**config.mk**
```make
export PLATFORM = sky130hd
export DESIGN_NAME = pwm_fade_ctrl
export DESIGN_NICKNAME = d
export VERILOG_FILES = /design/src/rtl/pwm_pkg.sv /design/src/rtl/pwm_counter.sv /design/src/rtl/pwm_fade_ctrl.sv
export SDC_FILE = /design/constraint.sdc
export NUM_CORES = 1
export LEC_CHECK = 0
export BUFFER_PORTS_ARGS = -buffer_cell sky130_fd_sc_hd__buf_4
export CORE_MARGIN = 5
export CORE_UTILIZATION = 40
export DETAILED_ROUTE_END_ITERATION = 10
export GPL_TIMING_DRIVEN = 0
export SYNTH_ARGS = -nofsm -noshare
export SYNTH_HDL_FRONTEND = slang
export SYNTH_HIERARCHICAL = 1
export SYNTH_SLANG_ARGS = --single-unit
```
**constraint.sdc**
```tcl
create_clock -name CLK -period 9.53 [get_ports CLK]
set_input_delay 1.906 -clock CLK [delete_from_list [all_inputs] [get_ports CLK]]
set_output_delay 1.906 -clock CLK [all_outputs]
set_load 0.05 [all_outputs]
```
**src/rtl/pwm_pkg.sv**
```systemverilog
// Shared definitions for the PWM fade controller: FSM encoding and minimum period.
package pwm_pkg;

   localparam int PERIOD_MIN = 2;

   typedef enum logic [1:0] {
      IDLE  = 2'd0,
      ARMED = 2'd1,
      RAMP  = 2'd2
   } fade_state_e;

endpackage

```
**src/rtl/pwm_counter.sv**
```systemverilog
// Free-running PWM period counter with wrap, period_end pulse and duty compare.
// Outputs are combinational from the registered count.
module pwm_counter #(
   parameter int CNT_W = 28
) (
   input  logic             CLK,
   input  logic             RST_N,
   input  logic [CNT_W-1:0] period_i,
   input  logic [CNT_W-1:0] duty_i,
   output logic             period_end_o,
   output logic             pwm_o
);

   logic [CNT_W-1:0] count_q, count_d;

   assign period_end_o = (count_q == period_i - CNT_W'(1));
   assign pwm_o        = (count_q < duty_i);
   assign count_d      = period_end_o ? '0 : count_q + CNT_W'(1);

   always_ff @(posedge CLK or negedge RST_N) begin
      if (!RST_N) begin
         count_q <= '0;
      end else begin
         count_q <= count_d;
      end
   end

endmodule

```
**src/rtl/pwm_fade_ctrl.sv**
```systemverilog
// PWM generator whose duty ramps toward a loaded target by a fixed step per period.
// Period and duty only change on period_end, so every period is internally consistent.
module pwm_fade_ctrl
   import pwm_pkg::*;
#(
   parameter int CNT_W  = 28,
   parameter int STEP_W = 16
) (
   input  logic              CLK,
   input  logic              RST_N,
   input  logic [CNT_W-1:0]  cfg_period,
   input  logic [CNT_W-1:0]  cfg_target,
   input  logic [STEP_W-1:0] cfg_step,
   input  logic              cfg_load,
   output logic              pwm_out,
   output logic              period_end,
   output logic              busy,
   output logic              done,
   output logic [CNT_W-1:0]  duty_now
);

   localparam logic [CNT_W-1:0] PMIN = CNT_W'(PERIOD_MIN);
   localparam int W1 = CNT_W + 1;

   // One extra bit keeps cur+step and cur-target free of wrap/underflow.
   function automatic logic [CNT_W-1:0] ramp_toward(
      input logic [CNT_W-1:0]  cur,
      input logic [CNT_W-1:0]  tgt,
      input logic [STEP_W-1:0] stp
   );
      logic [W1-1:0] c, t, s;
      c = W1'(cur);
      t = W1'(tgt);
      s = W1'(stp);
      if (stp == '0)   return tgt;
      if (c < t)       return (c + s >= t) ? tgt : CNT_W'(c + s);
      if (c - t <= s)  return tgt;
      return CNT_W'(c - s);
   endfunction

   fade_state_e       state_q, state_d;
   logic [CNT_W-1:0]  sh_period_q, sh_period_d;
   logic [CNT_W-1:0]  sh_target_q, sh_target_d;
   logic [STEP_W-1:0] sh_step_q, sh_step_d;
   logic [CNT_W-1:0]  act_period_q, act_period_d;
   logic [CNT_W-1:0]  act_duty_q, act_duty_d;
   logic              done_q, done_d;

   logic [CNT_W-1:0]  ramp_duty, next_duty, ld_period, ld_target;

   assign ramp_duty = ramp_toward(act_duty_q, sh_target_q, sh_step_q);
   assign next_duty = (ramp_duty > sh_period_q) ? sh_period_q : ramp_duty;
   assign ld_period = (cfg_period < PMIN) ? PMIN : cfg_period;
   assign ld_target = (cfg_target > ld_period) ? ld_period : cfg_target;

   always_comb begin
      state_d      = state_q;
      sh_period_d  = sh_period_q;
      sh_target_d  = sh_target_q;
      sh_step_d    = sh_step_q;
      act_period_d = act_period_q;
      act_duty_d   = act_duty_q;
      done_d       = 1'b0;

      if (period_end) begin
         case (state_q)
            ARMED: begin
               act_period_d = sh_period_q;
               act_duty_d   = next_duty;
               state_d      = RAMP;
            end
            RAMP: begin
               if (act_duty_q == sh_target_q) begin
                  state_d = IDLE;
                  done_d  = 1'b1;
               end else begin
                  act_period_d = sh_period_q;
                  act_duty_d   = next_duty;
               end
            end
            default: ;
         endcase
      end

      // A load coinciding with period_end lands after that update and re-arms.
      if (cfg_load) begin
         sh_period_d = ld_period;
         sh_target_d = ld_target;
         sh_step_d   = cfg_step;
         state_d     = ARMED;
         done_d      = 1'b0;
      end
   end

   always_ff @(posedge CLK or negedge RST_N) begin
      if (!RST_N) begin
         state_q      <= IDLE;
         sh_period_q  <= PMIN;
         sh_target_q  <= '0;
         sh_step_q    <= '0;
         act_period_q <= PMIN;
         act_duty_q   <= '0;
         done_q       <= 1'b0;
      end else begin
         state_q      <= state_d;
         sh_period_q  <= sh_period_d;
         sh_target_q  <= sh_target_d;
         sh_step_q    <= sh_step_d;
         act_period_q <= act_period_d;
         act_duty_q   <= act_duty_d;
         done_q       <= done_d;
      end
   end

   pwm_counter #(.CNT_W(CNT_W)) u_counter (
      .CLK          (CLK),
      .RST_N        (RST_N),
      .period_i     (act_period_q),
      .duty_i       (act_duty_q),
      .period_end_o (period_end),
      .pwm_o        (pwm_out)
   );

   assign busy     = (state_q != IDLE);
   assign done     = done_q;
   assign duty_now = act_duty_q;

endmodule

```
==> results.ini <==
[floorplanning]
placeable_core_region_mm2=0.0385
top_level_ports=107
die_w_um=207
initial_cell_density_of_the_core=0.403
fp.dieH_um=207
fp.dieArea_mm2=0.0427
floorplan.rows=72

[clock_tree]
insertion_delay_ns=0.44
tritoncts=built
clock_tree.buffer_depth=2
cts.clk_slew.worst_paths_ns=0.07
total_number_of_h_tree_levels=4
clkSinkCount=159
root_buffer=clkbuf_16
cts-hold-fix-buffers=0
cts_inserted_buffers=17

[sta]
final.min_clock_period_ns=9.05
timing.fmax_mhz=111
final-setup-viol-count=0
grt_setup_unrepaired=false
fin_worst_hold_slack_ns=0.508
relSlewSlack=0.396
worst_slew_pin_slew_ns=0.899
timing.final.crit_share=0.949
final.setup_skew_ns=0.0129
drv_slew=0
finalHoldViolations=0

[logic_synthesis]
asyncSetResetFlopFracSynth=1.00
synth_cell_types=94
number_of_instances_in_the_synthesized_netlist=1923
seq_area_frac_synth=0.257
synth_enable_flop_cells=0
synth.ff_latch_count=159
synth_area_mm2=0.0155
synth_top_flop_cell=dfrtp_1
synth.net_count=2190
yosys_warnings=6
syn_area_per_cell_um2=8.05

[worst_setup_path]
crit-reg2reg-launch=duty_now[2]
cp_max_fo=10
reg2reg_path_depth=34
critical_path.slowest_cell=dfrtp_2
cp_slowest_stage_delay_ns=0.54
worst-endpoint-required_ns=9.82
worst_setup_path_startpoint=duty_now[2]
arrival_ns=9.34
critPathLaunchType=flop
worstSetupPathType=reg2reg
critical_path.endpoint_type=flop

[final_layout]
most-common-layout-cells=ha_1 (189), nand2_1 (171), inv_1 (167)
syn2layout_area_growth_pct=13.8
commonest_non_fill_non_tap_cell_in_the_layout=ha_1
finalNonFillerCells=2579
fraction_of_layout_instances_using_a_drive_strength_above_1=0.109
final_net_count=2316
antennaDiodeCount=0

[outcome]
run_status=completed

[route]
totalWireLength_um=59400
vias=15500
avgRoutedWirePerCell_um=23.0
drc=0
drtPass1Iterations=8
postRouteAntennaNets=0
drt_iter0_markers=1357
routed_via_density=6.00

[global_routing]
initial_antenna_violation_count=0
grt_start_max_net_pins=95
globalRouteOverflowTotal=0
global_route_wire_length_before_repair_um=88900
first_global_vias=14700
gr-usage-all-layers=0.274

[hold_path]
hold_class=reg2reg
hold_depth=2
hp-start=act_period_q[1]

[placement]
place_hpwl_um=48600
dp.cells=2548
weighted_congestion_at_the_end_of_routability_driven_global_placement=1.01
port_buffers=105

[pwr]
cellPowerDensity_mw_per_mm2=113
power_uw=1990
p_leak_uw=0.00822
peakVddDrop_v=0.000104

[job]
maxCapViolCount=0

where the power goes:
| group | internal, µW | switching (µW) |
|---|---|---|
| Clock | 387 | 318 |
| Combinational | 186 | 355 |
| Sequential | 711 | 36.9 |
| Total | 1280 | 710 |
layer usage:
layer,track usage,vias to the layer above,wire length [µm]
met5,0,-,0
met4,0.105,0,2600
met3,0.0530,103,5380
met2,0.404,719,24900
met1,0.398,7432,26500
li1,-,7211,-
state kept, by name, summed over array words and instances (netlist names):
signal	count
state_q	2
sh_period_q	28
sh_target_q	28
u_counter/count_q	28
done	1
duty_now	28
sh_step_q	16
act_period_q	28
path summary, 6_finish.rpt:
path | slack, ns | end
max reg2reg | 0.48 | duty_now[13]
min | 0.51 | act_period_q[1]
max in group asynchronous | 7.19 | sh_target_q[3]
max | 0.48 | duty_now[13]
min reg2reg | 0.51 | act_period_q[1]
min in group asynchronous | 1.42 | u_counter/count_q[9]
layout make-up:
type / count / area [µm²]
Buffer: 92 / 389
Inverter: 167 / 627
Multi-Input combinational cell: 1504 / 10500
Tap cell: 518 / 648
Timing Repair Buffer: 108 / 838
Clock buffer: 20 / 467
Sequential cell: 159 / 3980
Clock inverter: 11 / 120
Fill cell: 3860 / 20800
what timing repair did:
action                                  CTS  global route
setup buffers                             0             1
pin swaps                                 0             1
resized for setup                         6             7
endpoints found under the setup margin   23            23
hold endpoints to repair                  0             0
worst max-delay path: cells and delay by family (launching register included):
family          cells  cell delay, ns
xor+xnor            1            0.17
buf+inv             3            1.01
flops               1            0.54
compound gates     13            2.65
simple gates       14            3.53
fa+ha+maj           3            0.99
cells in the mapped netlist, drive strengths merged, types with 44 or more instances:
cell type  number  share of area
clkbuf         73          0.018
xnor2          79          0.045
dfrtp         157           0.25
xor2           49          0.028
inv           167          0.040
nor2          135          0.033
nor3           46          0.016
nand2         173          0.042
nand4          44          0.018
a21oi         161          0.057
o21ai         132          0.043
nand3          82          0.027
ha            189           0.15
cell families after synthesis:
logic type / count (synthesis) / synth area share
flops: 159 / 0.257
simple gates: 634 / 0.207
buf+inv: 260 / 0.0658
fa+ha+maj: 192 / 0.157
compound gates: 541 / 0.235
mux: 9 / 0.00598
xor+xnor: 128 / 0.0724
metrics by stage:
stage	setup WS [ns]	setup TNS (ns)	instance area [µm²]	util
after floorplan	2.04	0	15500	-
after global placement	-0.921	-10.66	16900	0.440
after detailed placement	-0.850	-8.97	17000	0.441
after CTS	0.121	0	17600	0.457
after global routing	0.0132	0	17600	0.458
final	0.483	0	17600	0.458
(Power assumes the default switching activity.)
